File: src/rtl/l1_line_responder_pkg.sv
// Shared types and constants for the L1 line responder: FSM states, beat
// indexing and line-address alignment.
package l1_line_responder_pkg;

   localparam int LINE_OFFSET_BITS = 5;
   localparam int DEF_LINE_WIDTH   = 256;
   localparam int DEF_BEAT_WIDTH   = 64;
   localparam int DEF_ADDR_WIDTH   = 32;
   localparam int BEATS            = DEF_LINE_WIDTH / DEF_BEAT_WIDTH;
   localparam int BEAT_IDX_W       = $clog2(BEATS);

   typedef logic [BEAT_IDX_W-1:0] beat_idx_t;

   typedef enum logic [1:0] {
      IDLE     = 2'd0,
      RD_BURST = 2'd1,
      WR_BURST = 2'd2,
      DONE     = 2'd3
   } state_e;

   function automatic logic [DEF_ADDR_WIDTH-1:0] align_line_addr(
      input logic [DEF_ADDR_WIDTH-1:0] addr
   );
      return {addr[DEF_ADDR_WIDTH-1:LINE_OFFSET_BITS], {LINE_OFFSET_BITS{1'b0}}};
   endfunction

endpackage

File: src/rtl/l1_line_responder_burst_beat_buffer.sv
// Line-wide register: whole-line load for writebacks, per-beat fill for reads,
// and a beat-select mux feeding the narrow write bus.
module burst_beat_buffer #(
   parameter int LINE_WIDTH = 256,
   parameter int BEAT_WIDTH = 64,
   parameter int IDX_W      = 2
) (
   input  logic                  clk,
   input  logic                  rst_n,
   input  logic                  load_line,
   input  logic [LINE_WIDTH-1:0] line_in,
   input  logic                  beat_we,
   input  logic [IDX_W-1:0]      beat_idx,
   input  logic [BEAT_WIDTH-1:0] beat_in,
   output logic [LINE_WIDTH-1:0] line_out,
   output logic [BEAT_WIDTH-1:0] beat_out
);

   logic [LINE_WIDTH-1:0] line_q;

   always_ff @(posedge clk or negedge rst_n) begin
      if (!rst_n) begin
         line_q <= '0;
      end else if (load_line) begin
         line_q <= line_in;
      end else if (beat_we) begin
         line_q[beat_idx*BEAT_WIDTH +: BEAT_WIDTH] <= beat_in;
      end
   end

   assign line_out = line_q;
   assign beat_out = line_q[beat_idx*BEAT_WIDTH +: BEAT_WIDTH];

endmodule

File: src/rtl/l1_line_responder.sv
// Line-width adaptor between the L1 D-cache and a beat-wide physical memory:
// each line request becomes a fixed burst followed by a one-cycle completion.
//
// state    | meaning
// ---------+--------------------------------------------------------------
// IDLE     | waiting for pmem_read / pmem_write (write wins if both)
// RD_BURST | mem_read held; each mem_resp fills one beat of the buffer
// WR_BURST | mem_write held; each mem_resp retires one latched beat
// DONE     | pmem_resp pulse for one cycle, then back to IDLE
module l1_line_responder
   import l1_line_responder_pkg::*;
#(
   parameter int LINE_WIDTH = DEF_LINE_WIDTH,
   parameter int BEAT_WIDTH = DEF_BEAT_WIDTH,
   parameter int ADDR_WIDTH = DEF_ADDR_WIDTH
) (
   input  logic                  clk,
   input  logic                  rst_n,
   input  logic                  pmem_read,
   input  logic                  pmem_write,
   input  logic [ADDR_WIDTH-1:0] pmem_address,
   input  logic [LINE_WIDTH-1:0] pmem_wdata,
   output logic [LINE_WIDTH-1:0] pmem_rdata,
   output logic                  pmem_resp,
   output logic [ADDR_WIDTH-1:0] mem_address,
   output logic                  mem_read,
   output logic                  mem_write,
   output logic [BEAT_WIDTH-1:0] mem_wdata,
   input  logic [BEAT_WIDTH-1:0] mem_rdata,
   input  logic                  mem_resp
);

   state_e                state_q, state_d;
   beat_idx_t             cnt_q, cnt_d;
   logic [ADDR_WIDTH-1:0] addr_q, addr_d;
   logic                  load_line, beat_we;
   logic [BEAT_WIDTH-1:0] beat_out;

   always_ff @(posedge clk or negedge rst_n) begin
      if (!rst_n) begin
         state_q <= IDLE;
         cnt_q   <= '0;
         addr_q  <= '0;
      end else begin
         state_q <= state_d;
         cnt_q   <= cnt_d;
         addr_q  <= addr_d;
      end
   end

   // The counter wraps naturally from BEATS-1 to 0 on the last beat.
   always_comb begin
      state_d   = state_q;
      cnt_d     = cnt_q;
      addr_d    = addr_q;
      load_line = 1'b0;
      beat_we   = 1'b0;
      mem_read  = 1'b0;
      mem_write = 1'b0;
      pmem_resp = 1'b0;
      unique case (state_q)
         IDLE: begin
            if (pmem_write) begin
               addr_d    = align_line_addr(pmem_address);
               cnt_d     = '0;
               load_line = 1'b1;
               state_d   = WR_BURST;
            end else if (pmem_read) begin
               addr_d  = align_line_addr(pmem_address);
               cnt_d   = '0;
               state_d = RD_BURST;
            end
         end
         RD_BURST: begin
            mem_read = 1'b1;
            if (mem_resp) begin
               beat_we = 1'b1;
               cnt_d   = cnt_q + 1'b1;
               if (cnt_q == beat_idx_t'(BEATS-1)) state_d = DONE;
            end
         end
         WR_BURST: begin
            mem_write = 1'b1;
            if (mem_resp) begin
               cnt_d = cnt_q + 1'b1;
               if (cnt_q == beat_idx_t'(BEATS-1)) state_d = DONE;
            end
         end
         DONE: begin
            pmem_resp = 1'b1;
            state_d   = IDLE;
         end
         default: state_d = IDLE;
      endcase
   end

   assign mem_address = (mem_read || mem_write) ? addr_q : '0;
   assign mem_wdata   = mem_write ? beat_out : '0;

   burst_beat_buffer #(
      .LINE_WIDTH (LINE_WIDTH),
      .BEAT_WIDTH (BEAT_WIDTH),
      .IDX_W      (BEAT_IDX_W)
   ) u_buf (
      .clk       (clk),
      .rst_n     (rst_n),
      .load_line (load_line),
      .line_in   (pmem_wdata),
      .beat_we   (beat_we),
      .beat_idx  (cnt_q),
      .beat_in   (mem_rdata),
      .line_out  (pmem_rdata),
      .beat_out  (beat_out)
   );

endmodule

File: config.mk
export PLATFORM = sky130hd
export DESIGN_NAME = l1_line_responder
export DESIGN_NICKNAME = d
export VERILOG_FILES = /design/src/rtl/l1_line_responder_pkg.sv /design/src/rtl/l1_line_responder_burst_beat_buffer.sv /design/src/rtl/l1_line_responder.sv
export SDC_FILE = /design/constraint.sdc
export NUM_CORES = 1
export LEC_CHECK = 0
export ABC_AREA = 1
export BUFFER_PORTS_ARGS = -buffer_cell sky130_fd_sc_hd__buf_2
export CAP_MARGIN = 0
export CORE_AREA = 2 2 278 280
export CTS_BUF_LIST = sky130_fd_sc_hd__clkbuf_4 sky130_fd_sc_hd__clkbuf_8 sky130_fd_sc_hd__clkbuf_16
export DETAILED_ROUTE_END_ITERATION = 8
export DIE_AREA = 0 0 280 282
export PLACE_DENSITY = 0.5
export SLEW_MARGIN = 20
export SYNTH_ARGS = -nofsm -noshare
export SYNTH_HDL_FRONTEND = slang
export SYNTH_SLANG_ARGS = --single-unit
File: constraint.sdc
create_clock -name clk -period 5.96 [get_ports clk]
set_input_delay 1.192 -clock clk [delete_from_list [all_inputs] [get_ports clk]]
set_output_delay 1.192 -clock clk [all_outputs]
set_load 0.005 [all_outputs]
# Word level (Yosys, flattened, before mapping)
# Cells that the tools add are included.
dict set report word_totals {
  register_bits 292
  input_bits 357
  out_inout_bits 355
  wordCells 48
}
dict set report classes {
  add_sub_neg 2
  eq_ne 7
  n_shift 3
  n_mux 23
  reduce_logical 9
}
# cell count
set op_table {}
lappend op_table {{256-bit 2-to-1 mux} 2}
lappend op_table {{256-bit bitwise mux} 1}
lappend op_table {{64-bit by 34-bit variable shift with 256-bit output (first input constant)} 1}
lappend op_table {{256-bit by 9-bit indexed part select with 64-bit output} 1}
lappend op_table {{64-bit by 34-bit indexed part select with 256-bit output} 1}
lappend op_table {{32-bit 2-to-1 mux} 3}
lappend op_table {{64-bit 2-to-1 mux} 1}
lappend op_table {{8-bit negation with 34-bit output} 1}
lappend op_table {{2-bit 2-to-1 mux} 7}
lappend op_table {{1-bit 2-to-1 mux} 7}
lappend op_table {{2-bit == test (second input constant)} 3}
lappend op_table {{2-bit case mux with 3 select lines} 1}
lappend op_table {{3-bit AND reduction} 2}
lappend op_table {{2-bit nonzero test} 3}
lappend op_table {{2-bit by 1-bit inequality test with 1-bit output (second input constant)} 2}
lappend op_table {{2-bit case mux with 2 select lines} 1}
lappend op_table {{3-bit inequality test (second input constant)} 1}
lappend op_table {{2-bit by 1-bit adder with 2-bit output (second input constant)} 1}
lappend op_table {{2-bit by 1-bit == test with 1-bit output (second input constant)} 1}
lappend op_table {{2-bit logical NOT} 1}
lappend op_table {{2-bit AND reduction} 1}
lappend op_table {{2-bit OR reduction} 1}
lappend op_table {{1-bit logical OR} 1}

# Longest topological paths before layout
# Gate-level depths: netlist (run 1).
dict set report logic_depth {
  ltp_word 5
  ltp_mapped 11
  depth_no_buf 8
}

# Hierarchy
# A second synthesis (run 1) with hierarchy kept.
dict set report hier_totals {
  cells_unflattened 3100
  area_unflattened_um2 19515.0
}
# module n_inst cells_per_inst area_each_um2 seq_area_each_um2
set modules_own_cells {}
lappend modules_own_cells {burst_beat_buffer 1 2738 17342.9 6406.1}
lappend modules_own_cells {l1_line_responder 1 362 2172.1 775.7}

# Worst setup path before layout (run 1)
# No wires, ideal clock.
dict set report synth_path {
  kind {reg2out}
  from {register state_q[0]}
  to {output mem_address[21]}
  arrival_ps 1483
  t_required_ps 4768
  path_slack_ps 3285
  path_stages_with_launch 7
  n_path_buf 2
  path_cell_list {dfrtp_1 inv_1 ha_1 clkbuf_1 clkbuf_1 nand2_1 inv_1}
}
dict set report synth_via {
  elab_chain_len 4
}
# element line_no
set synth_rtl {}
lappend synth_rtl {{from (decl)} l1_line_responder.sv:33} ;# state_e state_q, state_d;
lappend synth_rtl {{from (signal assigned)} l1_line_responder.sv:45} ;# state_q <= state_d;
lappend synth_rtl {{2-bit by 1-bit == test with 1-bit output or 2-bit == test (tied branches)} l1_line_responder.sv:61} ;# unique case (state_q)
lappend synth_rtl {{1-bit 2-to-1 mux} l1_line_responder.sv:61}
lappend synth_rtl {{1-bit logical OR (*)} l1_line_responder.sv:97} ;# assign mem_address = (mem_read || mem_write) ? addr_q : '0;
lappend synth_rtl {{32-bit 2-to-1 mux (*)} l1_line_responder.sv:97}
lappend synth_rtl {{to (decl)} l1_line_responder.sv:25} ;# output logic [ADDR_WIDTH-1:0] mem_address,
# Every way passes the cells marked *; elsewhere a longest branch is shown, timed or not.

# Worst setup path in the final report (run 1)
dict set report layout_path {
  from {register state_q[0]}
  to {output mem_wdata[59]}
}
dict set report layout_via {
  elab_chain_len 3
}
# element line_no
set layout_rtl {}
lappend layout_rtl {{2-bit == test} l1_line_responder.sv:61}
lappend layout_rtl {{1-bit 2-to-1 mux} l1_line_responder.sv:61}
lappend layout_rtl {{64-bit 2-to-1 mux} l1_line_responder.sv:98} ;# assign mem_wdata = mem_write ? beat_out : '0;
lappend layout_rtl {{to (decl)} l1_line_responder.sv:28} ;# output logic [BEAT_WIDTH-1:0] mem_wdata,
# Every way passes these cells.

==> impl_metrics.env, run 1 <==
export IMPL_status="finished, final reports clean"
export IMPL_cts_sinks=287
export IMPL_critPathLaunchType="flop"
export IMPL_report_final_slew_viol_count=0
export IMPL_overflow=0
export IMPL_cp_max_fo=34
export IMPL_synth_cells_most_frequent="1196 x nand2_1, 479 x nand3_1, 344 x inv_1"
export IMPL_crit_family="buffers and inverters"
export IMPL_regArea_sq_um=7190
export IMPL_drt_wl_total_microns=93000
export IMPL_critical_path_class="reg -> out"
export IMPL_fin_tns_setup_ns=0
export IMPL_yosys_register_bits=287
export IMPL_fin_nets=3796
export IMPL_crit_arrival_ns=2.97
export IMPL_synth_top_flop_cell="dfrtp_1"
export IMPL_async_flop_share_pct=100
export IMPL_cts_setup_buffers=0
export IMPL_cts_buffers_inserted=38
export IMPL_via_per_inst=4.61
export IMPL_drive_above_1_share_pct=23.9
export IMPL_worst_slew_pin_slew_ns=1.12
export IMPL_cts_tree="done"
export IMPL_worst_path_largest_cell_delay_ns=0.57
export IMPL_hold_viol_final=0
export IMPL_yosysMostFrequentCell="nand2_1"
export IMPL_yosys_top_cells_area="dfrtp_1 40%, nand2_1 25%, nand3_1 14%"
export IMPL_min_path_type="reg -> reg"
export IMPL_grt_pass1_wl_microns=133000
export IMPL_use_met1_pct=30.4
export IMPL_vias=20500
export IMPL_syn_to_final_growth_pct=31.9
export IMPL_row_count=101
export IMPL_cap_viol_max_count=0
export IMPL_synthCells=2833
export IMPL_grt_antenna_before_repair=26
export IMPL_slew_headroom_pct=25.5
export IMPL_synth_top_area_share_pct=40.4
export IMPL_synth_edf_count=0
export IMPL_grt_busiest_layer="met2"
export IMPL_crit_chain="inv_1 -> ha_1 -> clkinv_2 -> buf_4 -> a21oi_1 -> buf_2"
export IMPL_post_route_period_util_pct=69.8
export IMPL_power_leakage_uw=0.0137
export IMPL_ant_nets=0
export IMPL_dieArea_sq_um=79000
export IMPL_grt_pass1_vias=19600
export IMPL_min_period_ns=4.16
export IMPL_grt_max_degree=144
export IMPL_synth_cell_types=21
export IMPL_core_area_sq_um=75700
export IMPL_wl_per_cell_microns=20.9
export IMPL_power_density_nw_per_um2=515
export IMPL_avgSynthCellArea_sq_um=6.27
export IMPL_fin_skew_ns=0.0205
export IMPL_ys_seq_area_share_pct=40.4
export IMPL_met3_usage_pct=5.05
export IMPL_grtUsageMet2_pct=36.3
export IMPL_setup_worst_path_end_class="output port"
export IMPL_clkSlewWorstSetupHoldPaths_ns=0.06
export IMPL_required_ns=4.77
export IMPL_gp_congestion=0.886
export IMPL_multiInputGateArea_sq_um=8410
export IMPL_htreeDepth=2
export IMPL_clock_latency_ns=0.56
export IMPL_rsz0062_at_grt="no"
export IMPL_io_buffers=701
export IMPL_cts_hold_buf=0
export IMPL_drt_pass1_iterations=5
export IMPL_utilization_pct=30.9
export IMPL_drt_iter0_markers=1550
export IMPL_grtUsageTotal_pct=22.7
export IMPL_fp_dieW_microns=280
export IMPL_die_y_microns=282
export IMPL_cts_buffer_depth=3
export IMPL_cts_root_buf="clkbuf_16"
export IMPL_synth_warnings=0
export IMPL_pin_count=712
export IMPL_hpwlAfterDp_microns=62200
export IMPL_setup_violations_final=0
export IMPL_cts_resized_gates=0
export IMPL_max_freq_mhz=240
export IMPL_drc=0
export IMPL_ir_drop_mv=0.420
export IMPL_start_util_pct=23.5
export IMPL_netlist_area_sq_um=17800
export IMPL_yosys_area_top_type="dfrtp_1"
export IMPL_cp_slowest_cell="clkinv_2"
export IMPL_fillers=8554
export IMPL_cp_num_buf_inv=4
## routing by layer
metal | wire length (microns) | part of all wire (%)
met1 | 40100 | 43
met2 | 42700 | 46
met3 | 7390 | 7.9
met4 | 2750 | 3.0
met5 | 75 | 0.081
## cells by family after synthesis
family | after synthesis | synth area share, %
compound gates | 94 | 2.65
fa+ha+maj | 11 | 0.775
buf+inv | 564 | 12.8
flops | 287 | 40.4
other cells | 1 | 0.0211
simple gates | 1876 | 43.3
## where the power goes
group / total [uW] / internal, uW / switching (uW) / leakage [uW]
Clock: 2390 / 1420 / 974 / 0.000652
Sequential: 3700 / 2870 / 829 / 0.00358
Combinational: 5970 / 2120 / 3860 / 0.00949
Total: 12100 / 6410 / 5660 / 0.0137
## flip-flops by register name (all words and copies together) (netlist names)
register / count
addr_q: 27
u_buf.line_out: 256
cnt_q: 2
state_q: 2
## tightest hold or removal path, delay by kind of cell (launching register included)
family | cells | cell delay [ns]
flip-flops | 1 | 0.34
AO/OA/AOI/OAI | 1 | 0.06
AND/OR/NAND/NOR | 1 | 0.05
## path summary, 6_finish.rpt
path	end	start	depth (start not counted)	slack [ns]
worst max-delay path	mem_wdata[59]	state_q[0]	6	1.80
worst min-delay path	addr_q[25]	addr_q[25]	2	0.48
worst max register to register	u_buf.line_out[222]	state_q[1]	7	2.50
worst min register to register	addr_q[25]	addr_q[25]	2	0.48
max in group asynchronous	u_buf.line_out[157]	rst_n	2	4.10
min in group asynchronous	u_buf.line_out[182]	rst_n	1	0.62
## area by class of cell
cell class	count	area share (%)
well taps	978	5.22
diodes	17	0.182
inverters	380	6.16
multi-input cells	1986	35.9
clock buffers	59	5.25
repair buffers	735	16.4
clock inverters	9	0.208
flip-flops and latches	287	30.7
## metrics by stage
step	hold WS (ns)	instances	area [sq um]	setup WS, ns	power [uW]
floorplan	0.453	2837	17800	3.29	6850
global placement	0.469	4366	22100	2.18	9700
detailed placement	0.473	4366	22100	2.21	9720
CTS	0.487	4434	23400	1.68	12200
global route	0.508	4450	23400	1.66	13100
finish	0.481	4451	23400	1.80	12100
## cells in the final DEF (no fill, tap or decap), types with 4 or more instances in the layout
cell | Yosys | routed
diode_2 | 0 | 17
clkbuf_4 | 0 | 7
buf_4 | 7 | 29
a21oi_1 | 64 | 64
o21ai_0 | 29 | 29
inv_1 | 344 | 343
clkinv_2 | 0 | 9
clkbuf_16 | 0 | 41
clkbuf_8 | 0 | 11
conb_1 | 1 | 5
nand3_1 | 479 | 477
nand3_4 | 0 | 4
ha_1 | 11 | 11
nor2_1 | 188 | 188
buf_2 | 99 | 700
nor2_4 | 2 | 5
nand2_1 | 1196 | 1193
dfrtp_1 | 287 | 285
buf_12 | 0 | 5
clkinv_1 | 33 | 33
Power figures use the tool's default switching activity.
==> inputs of run 2 (changes only) <==
PLACE_DENSITY = 0.51   (was 0.5)
clock period = 3.4 ns   (was 5.96 ns; I/O delays follow)
==> impl_metrics.env, run 2 (synthesis results as in run 1) <==
export IMPL_rsz0062_at_grt="no"
export IMPL_power_density_nw_per_um2=899
export IMPL_clock_latency_ns=0.56
export IMPL_pin_count=712
export IMPL_regArea_sq_um=7190
export IMPL_core_area_sq_um=75700
export IMPL_via_per_inst=4.61
export IMPL_cp_slowest_cell="buf_4"
export IMPL_max_freq_mhz=328
export IMPL_pre_cts_slack_ns=0.830
export IMPL_drt_iter0_markers=1726
export IMPL_status="finished, final reports clean"
export IMPL_power_leakage_uw=0.0139
export IMPL_final_common_cell="nand2_1"
export IMPL_fin_skew_ns=0.0166
export IMPL_fin_tns_setup_ns=0
export IMPL_critPathLaunchType="flop"
export IMPL_vias=20600
export IMPL_wl_per_cell_microns=20.4
export IMPL_worst_slew_pin_slew_ns=1.01
export IMPL_ir_drop_mv=0.441
export IMPL_report_final_slew_viol_count=0
export IMPL_min_period_ns=3.05
export IMPL_critical_path_class="reg -> out"
export IMPL_grt_antenna_before_repair=27
export IMPL_cts_hold_buf=0
export IMPL_row_count=101
export IMPL_die_y_microns=282
export IMPL_dieArea_sq_um=79000
export IMPL_drive_above_1_share_pct=24.4
export IMPL_fp_dieW_microns=280
export IMPL_grt_pass1_wl_microns=130000
export IMPL_cts_sinks=287
export IMPL_cts_root_buf="clkbuf_16"
export IMPL_cap_viol_max_count=0
export IMPL_clkSlewWorstSetupHoldPaths_ns=0.06
export IMPL_cpMostUsedCell="nand2_1"
export IMPL_drc=0
export IMPL_cts_buffer_depth=3
export IMPL_grtUsageTotal_pct=22.1
export IMPL_drt_wl_total_microns=91300
export IMPL_crit_chain="buf_4 -> nand2_1 -> nand2_1 -> nand2_1 -> a21oi_1 -> buf_2"
export IMPL_min_path_type="in -> async"
export IMPL_fin_nets=3819
export IMPL_power_uw=21400
export IMPL_setup_slack_ns=0.353
export IMPL_htreeDepth=2
export IMPL_cts_tree="done"
export IMPL_io_buffers=701
export IMPL_post_route_period_util_pct=89.6
export IMPL_cts_setup_buffers=0
export IMPL_setup_worst_path_end_class="output port"
export IMPL_final_cell_mix="1193 x nand2_1, 700 x buf_2, 477 x nand3_1"
export IMPL_syn_to_final_growth_pct=34.1
export IMPL_worst_path_largest_cell_delay_ns=0.57
export IMPL_grt_max_degree=129
export IMPL_setup_violations_final=0
export IMPL_cp_max_fo=54
export IMPL_hpwlAfterDp_microns=63700
export IMPL_cts_buffers_inserted=38
export IMPL_hold_viol_final=0
export IMPL_required_ns=2.72
export IMPL_cts_resized_gates=0
export IMPL_overflow=0
export IMPL_fillers=8622
export IMPL_placed_cells=4389
export IMPL_ant_nets=0
export IMPL_largest_reg_flops=256
export IMPL_slew_headroom_pct=32.6
export IMPL_fin_cells=4476
export IMPL_crit_arrival_ns=2.37
export IMPL_grt_pass1_vias=19700
export IMPL_gp_congestion=0.856
export IMPL_drt_pass1_iterations=5
export IMPL_start_util_pct=23.5
export IMPL_multiInputGateArea_sq_um=8410
-- run 2: cell type report --
| cell class | count | share of cell area [%] |
|---|---|---|
| multi-input combinational | 1986 | 35.3 |
| clock inverter | 6 | 0.247 |
| clock buffer | 64 | 5.40 |
| inverter | 380 | 6.05 |
| tap | 978 | 5.14 |
| timing repair buffer | 758 | 17.5 |
| sequential | 287 | 30.2 |
| antenna | 17 | 0.179 |
-- run 2: stage by stage --
step | instance area [sq um] | hold WS, ns | util (%)
2_1_floorplan | 17800 | 0.384 | -
3_3_place_gp | 22400 | 0.468 | 29.6
3_5_place_dp | 22400 | 0.474 | 29.6
4_1_cts | 23800 | 0.172 | 31.4
5_1_grt | 23800 | 0.189 | 31.4
6_report | 23800 | 0.152 | 31.5
-- run 2: metal layers --
layer  vias to the layer above  share of wire [%]  track usage (%)
met5                         -              0.062                0
met4                        10                3.0             7.56
met3                       151                7.5             4.42
met2                       879                 46             35.8
met1                      9712                 43             29.4
li1                       9864                  -                -
-- run 2: power breakdown --
part           switching, uW  total, uW  leakage (uW)  internal [uW]
combinational           6700      10600       0.00966           3880
sequential              1460       6500       0.00358           5030
clock                   1690       4340      0.000681           2650
-- run 2: worst paths after layout --
| path | slack (ns) | to | cells after the start | startpoint |
|---|---|---|---|---|
| setup reg to reg | 0.79 | u_buf.line_out[155] | 6 | cnt_q[1] |
| min in group clk | 0.33 | u_buf.line_out[139] | 3 | pmem_wdata[139] |
| hold / removal | 0.15 | u_buf.line_out[185] | 1 | rst_n |
| hold reg to reg | 0.48 | addr_q[30] | 2 | addr_q[30] |
| setup / recovery | 0.35 | mem_wdata[6] | 6 | cnt_q[0] |
| max in group asynchronous | 2.40 | u_buf.line_out[85] | 2 | rst_n |
-- run 2: critical path, delay by kind of cell, from the launching register on --
kind | cells | cell delay, ns
DFF | 1 | 0.46
AOI/OAI and AO/OA | 1 | 0.23
and+or+nand+nor | 3 | 0.35
buffers and inverters | 2 | 0.73
